File: src/rtl/char_buffer_arbiter_if.sv
// Handshake and display bus between the character buffer arbiter and its
// neighbours: two valid/ready requesters, the clear pulse, the VGA vertical
// sync input and the committed display buffer with its status flags.
interface char_buffer_arbiter_if #(
    parameter int MAX_INPUT = 60
);
    logic                 key_valid;
    logic [3:0]           key_code;
    logic                 key_ready;
    logic                 res_valid;
    logic [3:0]           res_code;
    logic                 res_ready;
    logic                 clear_req;
    logic                 vga_v_sync;
    logic [MAX_INPUT-1:0] numbers;
    logic                 busy;
    logic                 full;

    // Requesters, clear source and VGA timing side.
    modport master (
        output key_valid, key_code, res_valid, res_code, clear_req, vga_v_sync,
        input  key_ready, res_ready, numbers, busy, full
    );

    // The arbiter itself.
    modport slave (
        input  key_valid, key_code, res_valid, res_code, clear_req, vga_v_sync,
        output key_ready, res_ready, numbers, busy, full
    );
endinterface

File: src/rtl/char_buffer_arbiter.sv
// Character buffer arbiter: two requesters (keypad echo and ALU result) share
// one write port into a shadow buffer, filled from a cursor. The shadow is
// copied to the display buffer on every falling edge of vertical sync so a
// frame never shows a half-written line. A clear request blanks the shadow
// one slot per cycle and returns the cursor to slot 0.
module char_buffer_arbiter #(
    parameter int         MAX_INPUT = 60,
    parameter logic [3:0] BLANK     = 4'hF
) (
    input logic                  clk,
    input logic                  rst_n,
    char_buffer_arbiter_if.slave bus
);
    localparam int NCHARS = MAX_INPUT / 4;
    localparam int CW     = $clog2(NCHARS + 1);

    typedef enum logic { IDLE, CLEAR } state_t;
    typedef enum logic { PRIO_KEY, PRIO_RES } prio_t;

    state_t               state;
    prio_t                prio;
    logic [CW-1:0]        cursor;
    logic [CW-1:0]        clr_idx;
    logic [MAX_INPUT-1:0] shadow;
    logic [MAX_INPUT-1:0] numbers_q;
    logic                 busy_q;
    logic                 full_q;
    logic                 vs_q;

    logic                 can_acc;
    logic                 key_grant;
    logic                 res_grant;
    logic                 wr_en;
    logic [3:0]           wr_code;
    logic                 vs_fall;

    // Grant logic: alternate between requesters when both are waiting,
    // otherwise serve whichever one is valid. Readies are forced low in reset.
    always_comb begin
        // NOTE: every always_comb output gets a default first so no path leaves it unassigned (no latch).
        can_acc   = 1'b0;
        key_grant = 1'b0;
        res_grant = 1'b0;
        wr_en     = 1'b0;
        wr_code   = BLANK;
        can_acc   = rst_n && (state == IDLE) && !bus.clear_req && !full_q;
        key_grant = can_acc && bus.key_valid && (!bus.res_valid || prio == PRIO_KEY);
        res_grant = can_acc && bus.res_valid && (!bus.key_valid || prio == PRIO_RES);
        wr_en     = key_grant || res_grant;
        if (key_grant) begin
            wr_code = bus.key_code;
        end else if (res_grant) begin
            wr_code = bus.res_code;
        end
    end

    assign vs_fall       = vs_q && !bus.vga_v_sync;
    assign bus.key_ready = key_grant;
    assign bus.res_ready = res_grant;
    assign bus.numbers   = numbers_q;
    assign bus.busy      = busy_q;
    assign bus.full      = full_q;

    // Control FSM: accept writes and advance the cursor in IDLE, sweep BLANK
    // across every slot in CLEAR.
    always_ff @(posedge clk or negedge rst_n) begin
        if (!rst_n) begin
            // NOTE: sequential state uses non-blocking assignments so every register samples pre-edge values.
            state   <= IDLE;
            prio    <= PRIO_KEY;
            cursor  <= '0;
            clr_idx <= '0;
            busy_q  <= 1'b0;
            full_q  <= 1'b0;
        end else begin
            case (state)
                IDLE: begin
                    if (bus.clear_req) begin
                        state   <= CLEAR;
                        clr_idx <= '0;
                        cursor  <= '0;
                        busy_q  <= 1'b1;
                        full_q  <= 1'b0;
                    end else if (wr_en) begin
                        cursor <= cursor + 1'b1;
                        full_q <= (cursor == CW'(NCHARS - 1));
                        prio   <= key_grant ? PRIO_RES : PRIO_KEY;
                    end
                end
                CLEAR: begin
                    if (clr_idx == CW'(NCHARS - 1)) begin
                        state  <= IDLE;
                        busy_q <= 1'b0;
                    end else begin
                        clr_idx <= clr_idx + 1'b1;
                    end
                end
                default: begin
                    state  <= IDLE;
                    busy_q <= 1'b0;
                end
            endcase
        end
    end

    // Shadow buffer: accepted codes land at the cursor slot, CLEAR blanks the
    // slot under clr_idx.
    always_ff @(posedge clk or negedge rst_n) begin
        if (!rst_n) begin
            // NOTE: this buffer is reset on purpose - the display must come up blank, not with random codes.
            shadow <= {NCHARS{BLANK}};
        end else begin
            for (int i = 0; i < NCHARS; i++) begin
                if (state == CLEAR && clr_idx == CW'(i)) begin
                    shadow[4*i +: 4] <= BLANK;
                end else if (wr_en && cursor == CW'(i)) begin
                    shadow[4*i +: 4] <= wr_code;
                end
            end
        end
    end

    // Display commit: copy the whole shadow on the vertical sync falling edge.
    always_ff @(posedge clk or negedge rst_n) begin
        if (!rst_n) begin
            vs_q      <= 1'b1;
            numbers_q <= {NCHARS{BLANK}};
        end else begin
            vs_q <= bus.vga_v_sync;
            if (vs_fall) begin
                numbers_q <= shadow;
            end
        end
    end
endmodule
File: src/flat_wrapper.sv
// flat-port wrapper written by rule: the top's interface ports become plain ports
module char_buffer_arbiter_flat 
#(
    parameter int         MAX_INPUT = 60,
    parameter logic [3:0] BLANK     = 4'hF
)
  (clk, rst_n, bus_key_valid, bus_key_code, bus_res_valid, bus_res_code, bus_clear_req, bus_vga_v_sync, bus_key_ready, bus_res_ready, bus_numbers, bus_busy, bus_full);
  char_buffer_arbiter_if #(.MAX_INPUT(MAX_INPUT)) bus_i ();
  input logic clk;
  input logic rst_n;
  input wire logic [$bits(bus_i.key_valid)-1:0] bus_key_valid;
  input wire logic [$bits(bus_i.key_code)-1:0] bus_key_code;
  input wire logic [$bits(bus_i.res_valid)-1:0] bus_res_valid;
  input wire logic [$bits(bus_i.res_code)-1:0] bus_res_code;
  input wire logic [$bits(bus_i.clear_req)-1:0] bus_clear_req;
  input wire logic [$bits(bus_i.vga_v_sync)-1:0] bus_vga_v_sync;
  output wire logic [$bits(bus_i.key_ready)-1:0] bus_key_ready;
  output wire logic [$bits(bus_i.res_ready)-1:0] bus_res_ready;
  output wire logic [$bits(bus_i.numbers)-1:0] bus_numbers;
  output wire logic [$bits(bus_i.busy)-1:0] bus_busy;
  output wire logic [$bits(bus_i.full)-1:0] bus_full;
  assign bus_i.key_valid = bus_key_valid;
  assign bus_i.key_code = bus_key_code;
  assign bus_i.res_valid = bus_res_valid;
  assign bus_i.res_code = bus_res_code;
  assign bus_i.clear_req = bus_clear_req;
  assign bus_i.vga_v_sync = bus_vga_v_sync;
  assign bus_key_ready = bus_i.key_ready;
  assign bus_res_ready = bus_i.res_ready;
  assign bus_numbers = bus_i.numbers;
  assign bus_busy = bus_i.busy;
  assign bus_full = bus_i.full;
  char_buffer_arbiter #(.MAX_INPUT(MAX_INPUT), .BLANK(BLANK)) u_core (.clk(clk), .rst_n(rst_n), .bus(bus_i));
endmodule
File: config.mk
export PLATFORM = sky130hd
export DESIGN_NAME = char_buffer_arbiter_flat
export DESIGN_NICKNAME = d
export VERILOG_FILES = /design/src/rtl/char_buffer_arbiter_if.sv /design/src/rtl/char_buffer_arbiter.sv /design/src/flat_wrapper.sv
export SDC_FILE = /design/constraint.sdc
export NUM_CORES = 1
export LEC_CHECK = 0
export BUFFER_PORTS_ARGS = -buffer_cell sky130_fd_sc_hd__buf_2
export CAP_MARGIN = 25
export CORE_ASPECT_RATIO = 0.5
export CORE_MARGIN = 3
export CORE_UTILIZATION = 55
export CTS_BUF_LIST = sky130_fd_sc_hd__clkbuf_2
export DETAILED_ROUTE_END_ITERATION = 6
export PLACE_DENSITY = 0.76
export SLEW_MARGIN = 20
export SYNTH_ARGS = -nofsm -noshare
export SYNTH_HDL_FRONTEND = slang
export SYNTH_SLANG_ARGS = --single-unit
File: constraint.sdc
create_clock -name clk -period 2.25 [get_ports clk]
set_input_delay 0.3375 -clock clk [delete_from_list [all_inputs] [get_ports clk]]
set_output_delay 0.3375 -clock clk [all_outputs]
set_load 0.03 [all_outputs]
==> results of run 1 <==
## flip-flops by register name, indices dropped and copies added, names as in the netlist
register / flops
u_core.bus.full: 1
u_core.shadow: 60
u_core.prio: 1
u_core.vs_q: 1
u_core.cursor: 4
u_core.bus.numbers: 60
u_core.state: 1
u_core.clr_idx: 4
u_core.bus.busy: 1
## critical path: stages (launching register included)
cell and delay [ns]:
dfrtp_1 0.45, or4b_4 0.56, nor3_2 0.19, buf_4 0.18
## placed cells by master, fill, tap and decap left out, types with 6 or more instances in the layout
| master | instances |
|---|---|
| dfstp_2 | 121 |
| buf_4 | 21 |
| nand4b_1 | 6 |
| mux2_2 | 60 |
| dfrtp_1 | 12 |
| ha_1 | 8 |
| nand3_1 | 23 |
| nor2_1 | 49 |
| buf_2 | 74 |
| o21ai_0 | 52 |
| clkbuf_2 | 17 |
| and3_1 | 6 |
| o21ai_1 | 12 |
| inv_1 | 9 |
| nor3_1 | 62 |
| a21oi_1 | 22 |
## cell families (layout without fill, tap and decap cells)
| group | after synthesis | count (layout) |
|---|---|---|
| buf+inv | 40 | 142 |
| mux | 60 | 60 |
| simple gates | 176 | 176 |
| flops | 133 | 133 |
| compound gates | 100 | 100 |
| fa+ha+maj | 8 | 8 |
| xor+xnor | 3 | 3 |
## metrics by stage
step	setup WS, ns	util (%)	hold slack [ns]
2_1_floorplan	0.003496	-	0.04191
3_3_place_gp	0.1461	62.97	0.4737
3_5_place_dp	0.1088	62.97	0.4767
4_1_cts	-0.1833	66.25	0.09916
5_1_grt	-0.2284	66.25	0.09549
6_report	-0.1546	66.25	0.1273
## cell type report
| cell class | instances | area (um^2) | area share (%) |
|---|---|---|---|
| sequential | 133 | 3480 | 50.45 |
| multi-input combinational | 347 | 2327 | 33.74 |
| timing repair buffer | 101 | 609.3 | 8.835 |
| clock inverter | 15 | 186.4 | 2.703 |
| tap | 140 | 175.2 | 2.540 |
| clock buffer | 17 | 85.08 | 1.234 |
| inverter | 9 | 33.78 | 0.4898 |
## power by group
| part | internal, uW | total (uW) | switching (uW) |
|---|---|---|---|
| combinational | 521 | 1560 | 1040 |
| sequential | 2690 | 2960 | 264 |
| clock | 718 | 1620 | 899 |
| total | 3930 | 6130 | 2200 |
## worst paths after layout
path	endpoint	slack, ns	depth (start not counted)
min in group asynchronous	u_core.clr_idx[1]$_DFFE_PN0P_	0.34	3
hold reg to reg	u_core.shadow[48]$_DFFE_PN1P_	0.53	2
max in group asynchronous	u_core.shadow[14]$_DFFE_PN1P_	0.63	4
setup reg to reg	u_core.shadow[50]$_DFFE_PN1P_	0.25	6
setup / recovery	bus_res_ready	-0.15	3
hold / removal	u_core.prio$_DFFE_PN0P_	0.13	4
## per-layer routing
metal	share of wire, %	vias to the layer above
met5	0	-
met4	1.8	0
met3	6.8	27
met2	43	146
met1	48	2147
li1	-	2043
## cells in the mapped netlist (3+ instances only)
| cell type | number | share of area, % |
|---|---|---|
| dfrtp_1 | 12 | 5.0 |
| nor3_4 | 5 | 1.4 |
| o21ai_0 | 52 | 4.3 |
| o32a_1 | 4 | 0.67 |
| buf_2 | 3 | 0.25 |
| nor3_1 | 63 | 5.3 |
| dfstp_2 | 121 | 53 |
| and3_1 | 6 | 0.63 |
| ha_1 | 8 | 1.7 |
| a21o_1 | 3 | 0.38 |
| o21a_1 | 4 | 0.50 |
| buf_6 | 5 | 0.94 |
| nand4b_1 | 6 | 0.88 |
| inv_1 | 9 | 0.56 |
| nor2b_1 | 5 | 0.52 |
| mux2_2 | 60 | 11 |
| a21oi_1 | 22 | 1.8 |
| clkbuf_1 | 20 | 1.3 |
| o21ai_1 | 12 | 1.0 |
| nand2_1 | 5 | 0.31 |
| nor2_1 | 50 | 3.1 |
| nand3_1 | 23 | 1.9 |
## timing repair
item	in CTS	in global routing
buffers inserted	3	0
resized for setup	5	0
hold buffers	3	0
endpoints found under the hold margin	14	0
endpoints found under the setup margin	2	2
pin swaps	2	1
==> metrics.md, run 1 <==
| Metric | Value |
|---|---|
| Clock Tree Root | `clkbuf_2` |
| Initial core utilization | `57.62%` |
| Clock slew at reported path FFs | `0.18 ns` |
| Synth warn | `0` |
| Largest family of logic cells by synthesized area | `simple AND/OR/NAND/NOR gates` |
| VDD IR-drop max | `about 570 uV` |
| Drt drc | `0` |
| Max_cap viols | `0` |
| Htree depth | `4` |
| RR Startpoint | `u_core.bus.full$_DFFE_PN0P_` |
| Final setup viols | `2` |
| Pwr dens | `888.7 nW/um^2` |
| Syn Std Cell Area | `roughly 6000 um^2` |
| Number of synthesized flops with an enable pin | `0` |
| Drt total wl | `13350 um` |
| Die ar. | `12270 um^2` |
| Proportion of synthesized area in mux cells | `11.26%` |
| First-pass GRT wire length | `around 22000 um` |
| Fill count | `between 800 and 900` |
| Synthesized area per cell | `11.54 um^2` |
| Crit path max fanout | `4` |
| Worst setup SP type | `flop` |
| TritonRoute pass-1 iters | `5` |
| Count of final hold-check violations | `0` |
| Final Instance Count excl. Fillers | `762` |
| GP Congestion | `about 0.86` |
| Syn nets | `542` |
| Skew final | `0.02077 ns` |
| Width of the chip | `about 150 um` |
| Pwr Total | `6129 uW` |
| Worst setup path startpoint | `u_core.bus.full$_DFFE_PN0P_` |
| DP Cell Count | `a little over 700` |
| Required time of the critical path | `1.91 ns` |
| Syn Inst Count | `520` |
| WL per Instance | `17.52 um` |
| Total core area | `~10000 um^2` |
| Synth Area in Simple Gates | `15.89%` |
| Final worst path period share | `106.9%` |
| Met3 Track Usage GR | `5.468%` |
| DP HPWL | `8772 um` |
| Count of different cell masters after synthesis | `38` |
| Antenna Diode Count | `0` |
| # nets final | `631` |
| Synthesized-area fraction occupied by xor and xnor cells | `0.4380%` |
| Tightest Pin Transition | `roughly 0.9 ns` |
| #FFs+latches synth | `133` |
| DP Area | `6555 um^2` |
| RSZ-0062 raised after global routing | `yes` |
| Crit path DAT | `approximately 2.1 ns` |
| Die height | `79.85 um` |
| Worst Setup End Kind | `output pin` |
| Post-synthesis sequential area ratio | `approximately three fifths` |
| Slew margin rel. | `between 40 and 50%` |
| Violations in the final reports | `negative setup slack` |
| Worst min-delay path class | `in -> reg` |
| CTS Buf Count | `17` |
| Antenna violations before repair | `0` |
| Vias per Instance | `5.726` |
| Status | `finished with violations` |
| GRT Total Usage | `22.90%` |
| Share of cells above drive strength 1 | `51.93%` |
| Max Freq | `415.9 MHz` |
| CTS tree | `built` |
| Standard-cell rows | `26` |
| Vias post-DR | `4363` |
| Slew Limit Fails | `0` |
| Main synth FF type | `dfstp_2` |
| Final instance area | `between 6000 and 7000 um^2` |
| IO Port Bufs | `77` |
| Adder-cell share of the synthesized area | `about 1.7%` |
| Vias in the first global route | `between 4000 and 5000` |
| Class of the most critical setup path | `reg -> out` |
| Total negative slack | `-0.2351 ns` |
| I/O pins | `just under 80` |
| Hold path start | `bus_clear_req` |
| Gr busiest metal | `met1` |
| Share of flip-flops with an asynchronous set or reset | `between 90% and 100%` |
| Clk sink count | `133` |
| Fraction of the mapped netlist area in compound gates | `9.136%` |
| Largest net degree at the start of global routing | `76` |
| M2 GR Usage | `33.01%` |
| Met1 track demand over resource | `33.65%` |
| Leakage | `0.002556 uW` |
| Post-route minimum period | `2.405 ns` |
| Clock Tree Buf Depth | `2` |
| Area grow syn2layout | `14.98%` |
| Clk_lat worst skew | `0.70 ns` |
| Antenna-violating nets left | `0` |
| 1st-iter DRT viols | `352` |
| GRT overflow | `0` |
| Worst setup margin | `-0.1546 ns` |
No activity file was read; power rests on OpenSTA's default activity.
==> run 2: changes to the inputs <==
--- a/config.mk
+++ b/config.mk
@@ -5,6 +5,7 @@
 export SDC_FILE = /design/constraint.sdc
 export NUM_CORES = 1
 export LEC_CHECK = 0
+export ABC_AREA = 1
 export BUFFER_PORTS_ARGS = -buffer_cell sky130_fd_sc_hd__buf_2
 export CAP_MARGIN = 25
 export CORE_ASPECT_RATIO = 0.5
@@ -12,7 +13,7 @@
 export CORE_UTILIZATION = 55
 export CTS_BUF_LIST = sky130_fd_sc_hd__clkbuf_2
 export DETAILED_ROUTE_END_ITERATION = 6
-export PLACE_DENSITY = 0.76
+export PLACE_DENSITY = 0.77
 export SLEW_MARGIN = 20
 export SYNTH_ARGS = -nofsm -noshare
 export SYNTH_HDL_FRONTEND = slang
==> run 2 against run 1 <==
- the run now ends clean
- combinational power grew 28%
- global-route usage shrank 1.6 points
- utilization grew 1.4 points
- largest cell class unchanged
- die area shrank 1.9%
- highest routed layer unchanged
- setup slack gained 0.27 ns
- first-iteration DRC count shrank 30%
- power grew 12%
- flip-flop and latch count is the same
- clock-buffer cell count grew 2
- final area shrank 2.7%
==> metrics.md, run 2 <==
| Metric | Value |
|---|---|
| Required time of the critical path | `1.91 ns (about the same)` |
| Clock Tree Buf Depth | `2 (unchanged)` |
| Share of cells above drive strength 1 | `51.13% (-0.79 points)` |
| Die height | `79.12 um (-0.91%)` |
| Worst Setup End Kind | `output pin` |
| Vias post-DR | `4046 (-7.3%)` |
| Antenna violations before repair | `0 (unchanged)` |
| Antenna-violating nets left | `0 (unchanged)` |
| Clk sink count | `133 (unchanged)` |
| WL per Instance | `15.08 um (-14%)` |
| GP Congestion | `0.8663 (+0.27%)` |
| Largest cells by area after synthesis | `dfstp_2 (54%), nand2_1 (15%), mux2_2 (11%)` |
| Main synth FF type | `dfstp_2` |
| Area grow syn2layout | `14.11%` |
| Die ar. | `12040 um^2 (-1.9%)` |
| Number of synthesized flops with an enable pin | `0 (unchanged)` |
| Tightest Pin Transition | `0.6255 ns (-0.2719 ns)` |
| Slew Limit Fails | `0 (unchanged)` |
| Class of the most critical setup path | `reg -> out` |
| Post-synthesis sequential area ratio | `59.17% (+1.2 points)` |
| Width of the chip | `152.2 um (-0.95%)` |
| Min Hold Slack | `0.1184 ns (-0.008886 ns)` |
| Syn Std Cell Area | `5881 um^2 (-2.0%)` |
| #FFs+latches synth | `133 (unchanged)` |
| Synthesized area per cell | `10.58 um^2 (-8.3%)` |
| DP HPWL | `8080 um (-7.9%)` |
| Max_cap viols | `0 (unchanged)` |
| Clock slew at reported path FFs | `0.20 ns (+0.02 ns)` |
| Final Instance Count excl. Fillers | `797 (+4.6%)` |
| Count of final hold-check violations | `0 (unchanged)` |
| 1st-iter DRT viols | `248 (-30%)` |
| Drt drc | `0 (unchanged)` |
| Slew margin rel. | `58.30% (+18 points)` |
| VDD IR-drop max | `536.2 uV (-6.6%)` |
| RSZ-0062 raised after global routing | `yes` |
| TritonRoute pass-1 iters | `4 (-1)` |
| Syn nets | `578 (+6.6%)` |
| Vias per Instance | `5.077 (-11%)` |
| Final worst path period share | `94.67% (-12 points)` |
| DP Area | `6389 um^2 (-2.5%)` |
| Top cells by count, synth | `nand2_1 (230), dfstp_2 (121), mux2_2 (60)` |
| CTS tree | `built` |
| Leakage | `0.003245 uW (+27%)` |
| Status | `finished clean` |
| DP Cell Count | `758 (+4.7%)` |
| Total negative slack | `0 ns (+0.2351 ns)` |
| Clock Tree Root | `clkbuf_2` |
| Largest net degree at the start of global routing | `125 (+64%)` |
| Share of the synthesized area in the top cell type | `54.06% (+1.1 points)` |
| Post-place setup slack | `0.4214 ns (+0.3126 ns)` |
| Total core area | `9916 um^2 (-4.7%)` |
| Most common cell after layout, fill and taps aside | `nand2_1` |
| # nets final | `670 (+6.2%)` |
| GRT overflow | `0 (unchanged)` |
| CTS Buf Count | `17 (unchanged)` |
| IO Port Bufs | `77 (unchanged)` |
| Htree depth | `4 (unchanged)` |
| Most frequent cells in the layout | `nand2_1 (228), dfstp_2 (121), buf_2 (74), mux2_2 (60), inv_1 (27)` |
| Post-route minimum period | `2.130 ns (-0.2745 ns)` |
| Vias in the first global route | `4143 (-2.4%)` |
| Final setup viols | `0 (-2)` |
| Syn Inst Count | `556 (+6.9%)` |
| Count of different cell masters after synthesis | `23 (-39%)` |
| Share of flip-flops with an asynchronous set or reset | `100.0% (unchanged)` |
| Max Freq | `469.5 MHz (+13%)` |
| Worst setup margin | `0.1199 ns (+0.2745 ns)` |
| Crit path max fanout | `6 (+2)` |
| First-pass GRT wire length | `20270 um (-8.2%)` |
| Post-synth top area cell | `dfstp_2` |
| Final instance area | `6710 um^2 (-2.7%)` |
| Crit path DAT | `1.79 ns (-0.28 ns)` |
| Clk_lat worst skew | `0.68 ns (-0.02 ns)` |
| Standard-cell rows | `25 (-3.8%)` |
| Synth warn | `0 (unchanged)` |
| Skew final | `0.02197 ns (+0.001198 ns)` |
| Worst min-delay path class | `in -> reg` |
| Pwr dens | `1026 nW/um^2 (+15%)` |
| Drt total wl | `12020 um (-10%)` |
| GRT Total Usage | `21.29% (-1.6 points)` |
| Initial core utilization | `59.31% (+1.7 points)` |
| I/O pins | `78 (unchanged)` |
| Count leader, synth | `nand2_1` |
| Worst setup SP type | `flop` |
[run 2: final timing paths]
kind                            slack [ns]  cells after the start                     startpoint                                 end
worst max-delay path                  0.12                      6         u_core.state$_DFF_PN0_                       bus_key_ready
max in group asynchronous             1.33                      3                          rst_n  u_core.bus.numbers[20]$_DFFE_PN1P_
worst min-delay path                  0.12                      4                  bus_res_valid             u_core.prio$_DFFE_PN0P_
worst max register to register        0.45                      7         u_core.state$_DFF_PN0_       u_core.shadow[11]$_DFFE_PN1P_
worst min register to register        0.48                      2  u_core.shadow[50]$_DFFE_PN1P_       u_core.shadow[50]$_DFFE_PN1P_
min in group asynchronous             0.28                      2                          rst_n  u_core.bus.numbers[58]$_DFFE_PN1P_
[run 2: timing repair]
| item | in CTS | in global routing |
|---|---|---|
| setup endpoints to repair | 1 | 2 |
| endpoints found under the hold margin | 22 | 1 |
| hold buffers | 3 | 1 |
| gates resized for setup | 1 | 5 |
| buffers inserted | 2 | 0 |
[run 2: worst max-delay path, cell delays in order, from the launching register on]
cell      delay, ns
dfrtp_2        0.46
inv_1          0.07
nand2_1        0.08
nor2_4         0.14
nand2_2        0.11
inv_1          0.07
clkbuf_4       0.18
[run 2: cells by family (layout without fill, tap and decap cells)]
logic type | Yosys count | after routing | share of synthesized area (%)
AO/OA/AOI/OAI | 8 | 8 | 0.8724
XOR/XNOR | 1 | 1 | 0.1490
adder cells (fa/ha/maj) | 8 | 8 | 1.702
buffers and inverters | 41 | 146 | 3.532
flip-flops | 133 | 133 | 59.17
multiplexers | 60 | 60 | 11.49
other | 0 | 1 | 0
AND/OR/NAND/NOR | 305 | 305 | 23.09
[run 2: layout make-up]
cell class	instances	area, um^2
antenna	1	2.502
clock buffer	19	95.09
tap	135	168.9
clock inverter	13	157.7
fill	775	3206
multi-input combinational	382	2201
inverter	27	101.3
timing repair buffer	87	503.0
sequential	133	3481
[run 2: per-stage QoR]
stage | total power [uW] | utilization, %
global route | 7309 | 67.65
global placement | 5290 | 64.43
detailed placement | 5377 | 64.43
finish | 6885 | 67.67
CTS | 6932 | 67.44
floorplan | 4812 | -
[run 2: where the power goes]
part           internal [uW]  total [uW]  switching, uW
combinational            659        1990           1330
clock                    624        1520            891
sequential              3090        3380            289
total                   4370        6880           2510
[run 2: per-layer routing]
metal,vias to the layer above,global-route usage (%),routed length (um)
li1,1940,-,-
met2,93,32.35,5349
met1,1997,29.68,5819
met5,-,0,0
met4,0,8.072,146
met3,16,5.716,702
==> run 3: changes to the inputs <==
==> constraint.sdc (replaced) <==
create_clock -name clk -period 2 [get_ports clk]
set_input_delay 0.3 -clock clk [delete_from_list [all_inputs] [get_ports clk]]
set_output_delay 0.3 -clock clk [all_outputs]
set_load 0.03 [all_outputs]
==> run 3 against run 2 <==
- cell count increased by 0.38%
- global-route usage decreased by 0.23 points
- sequential share of layout area decreased by 0.12 points
- setup slack got worse by 0.13 ns
- clock skew is 0.0083 ns higher
- clock-buffer cell count down 2
- wire length down 1.2%
- the run now ends with negative setup slack left
- combinational power increased by 13%
- largest power group unchanged
==> metrics.md, run 3 (same netlist as run 2, synthesis figures left out) <==
| Metric | Value |
|---|---|
| Status | `finished with violations` |
| Violations in the final reports | `negative setup slack` |
| Antenna violations before repair | `0 (unchanged)` |
| # nets final | `675 (+0.75%)` |
| Worst Setup End Kind | `output pin` |
| Clk_lat worst skew | `0.69 ns (about the same)` |
| Worst-case reg-to-reg path depth | `8 (+1)` |
| Crit path max fanout | `2 (-4)` |
| Initial core utilization | `59.31% (unchanged)` |
| Clock slew at reported path FFs | `0.21 ns (about the same)` |
| Pwr dens | `1112 nW/um^2 (+8.4%)` |
| Post-route minimum period | `2.011 ns` |
| Clock Tree Buf Depth | `2 (unchanged)` |
| Layout Utilization | `67.82% (+0.15 points)` |
| Most frequent cells in the layout | `nand2_1 (227), dfstp_2 (121), buf_2 (74), mux2_2 (60), inv_1 (26)` |
| Slew Limit Fails | `0 (unchanged)` |
| Final setup viols | `1 (+1)` |
| Largest net degree at the start of global routing | `114 (-8.8%)` |
| Die height | `79.12 um (unchanged)` |
| CTS Buf Count | `17 (unchanged)` |
| Hold path start | `bus_res_code[3]` |
| Total core area | `9916 um^2 (unchanged)` |
| Worst setup SP type | `flop` |
| Vias in the first global route | `4012 (-3.2%)` |
| CTS tree | `built` |
| Skew final | `0.03029 ns (+0.008328 ns)` |
| Count of final hold-check violations | `0 (unchanged)` |
| Die ar. | `12040 um^2 (unchanged)` |
| Width of the chip | `152.2 um (unchanged)` |
| Clk sink count | `133 (unchanged)` |
| Required time of the critical path | `1.70 ns (-0.21 ns)` |
| Vias post-DR | `4071 (+0.62%)` |
| GP Congestion | `0.8894 (+2.7%)` |
| WL per Instance | `14.84 um (-1.6%)` |
| GRT overflow | `0 (unchanged)` |
| Hold depth | `5 (+1)` |
| Leakage | `0.003253 uW (+0.24%)` |
| Max stage delay cell, worst path | `dfrtp_2` |
| Drt drc | `0 (unchanged)` |
| Area of the multi-input gates | `2221 um^2 (+0.91%)` |
| Final instance area | `6725 um^2 (+0.22%)` |
| Class of the most critical setup path | `reg -> out` |
| Worst min-delay path class | `in -> reg` |
| Antenna-violating nets left | `0 (unchanged)` |
| DP HPWL | `7856 um (-2.8%)` |
| Final Instance Count excl. Fillers | `800 (+0.38%)` |
| Crit path cell chain | `buf_6 -> nor2_4 -> nand2_4 -> nor2_4 -> buf_6` |
| Area grow syn2layout | `14.36%` |
| I/O pins | `78 (unchanged)` |
| Antenna Diode Count | `0 (-1)` |
| Slew margin rel. | `63.38% (+5.1 points)` |
| Share of cells above drive strength 1 | `51.88% (+0.75 points)` |
| Most common cell after layout, fill and taps aside | `nand2_1` |
| VDD IR-drop max | `540.3 uV (+0.76%)` |
| GRT Total Usage | `21.06% (-0.23 points)` |
| Max_cap viols | `0 (unchanged)` |
| Vias per Instance | `5.089 (+0.24%)` |
| Fill count | `761 (-1.8%)` |
| Top Family by Delay on Critical Path | `flip-flops` |
| Tightest Pin Transition | `0.5493 ns (-0.07613 ns)` |
| Largest stage delay, worst path | `0.46 ns (about the same)` |
| DP Cell Count | `759 (+0.13%)` |
| Worst setup path startpoint | `u_core.state$_DFF_PN0_` |
| Standard-cell rows | `25 (unchanged)` |
| WP buf/inv | `2 (-1)` |
| First-pass GRT wire length | `20100 um (-0.82%)` |
| TritonRoute pass-1 iters | `5 (+1)` |
| Register area | `3481 um^2 (unchanged)` |
| WP depth | `5 (-1)` |
| Final worst path period share | `100.5%` |
| Worst setup margin | `-0.01089 ns (-0.1308 ns)` |
| Clock Tree Root | `clkbuf_2` |
| Max Freq | `497.3 MHz` |
| DP Area | `6396 um^2 (+0.12%)` |
| IO Port Bufs | `77 (unchanged)` |
| 1st-iter DRT viols | `296 (+19%)` |
| RSZ-0062 raised after global routing | `yes` |
| RR Startpoint | `u_core.state$_DFF_PN0_` |
| Crit path DAT | `1.71 ns (-0.08 ns)` |
| Drt total wl | `11870 um (-1.2%)` |
| Htree depth | `4 (unchanged)` |
[run 3: routing by layer]
layer / share of wire [%] / track usage, %
met1: 49 / 31.10
met2: 44 / 30.53
met3: 6.1 / 5.661
met4: 1.2 / 6.637
met5: 0 / 0
[run 3: layout make-up]
cell class	instances	share of cell area, %
Tap cell	135	2.512
Clock inverter	14	1.712
Sequential cell	133	51.76
Inverter	27	1.507
Timing Repair Buffer	92	8.223
Multi-Input combinational cell	382	33.02
Clock buffer	17	1.265
[run 3: timing repair]
| item | 4_1_cts | 5_1_grt |
|---|---|---|
| pin swaps | 1 | 0 |
| hold buffers | 3 | 0 |
| setup buffers | 6 | 1 |
| hold endpoints to repair | 33 | 0 |
| setup endpoints to repair | 2 | 3 |
| cloned | 0 | 0 |
| resized for setup | 12 | 2 |
[run 3: path summary, 6_finish.rpt]
kind,endpoint,slack (ns)
max in group asynchronous,u_core.shadow[4]$_DFFE_PN1P_,1.34
worst min register to register,u_core.shadow[17]$_DFFE_PN1P_,0.48
min in group asynchronous,u_core.bus.busy$_DFFE_PN0P_,0.15
worst max register to register,u_core.shadow[4]$_DFFE_PN1P_,0.07
worst min-delay path,u_core.shadow[55]$_DFFE_PN1P_,0.11
worst max-delay path,bus_res_ready,-0.01
[run 3: where the power goes]
part / switching (uW) / internal, uW
logic: 1490 / 758
registers: 325 / 3480
clock network: 1010 / 427
total: 2820 / 4660
[run 3: worst min-delay path, cell delays in order]
cell and delay, ns:
buf_2 0.08, nand2_1 0.08, nand3_4 0.20, nand2_1 0.08
nand2_1 0.05
[run 3: metrics by stage]
stage                TNS, ns  hold WS (ns)  worst slack [ns]  power, uW
floorplan                  0      0.004409            0.4866       5414
global placement           0        0.3493            0.2802       5951
detailed placement         0        0.3585            0.1888       6024
CTS                 -0.03240       0.05052          -0.02121       7522
global route         -0.4082        0.1282           -0.1117       7950
finish              -0.01089        0.1146          -0.01089       7479
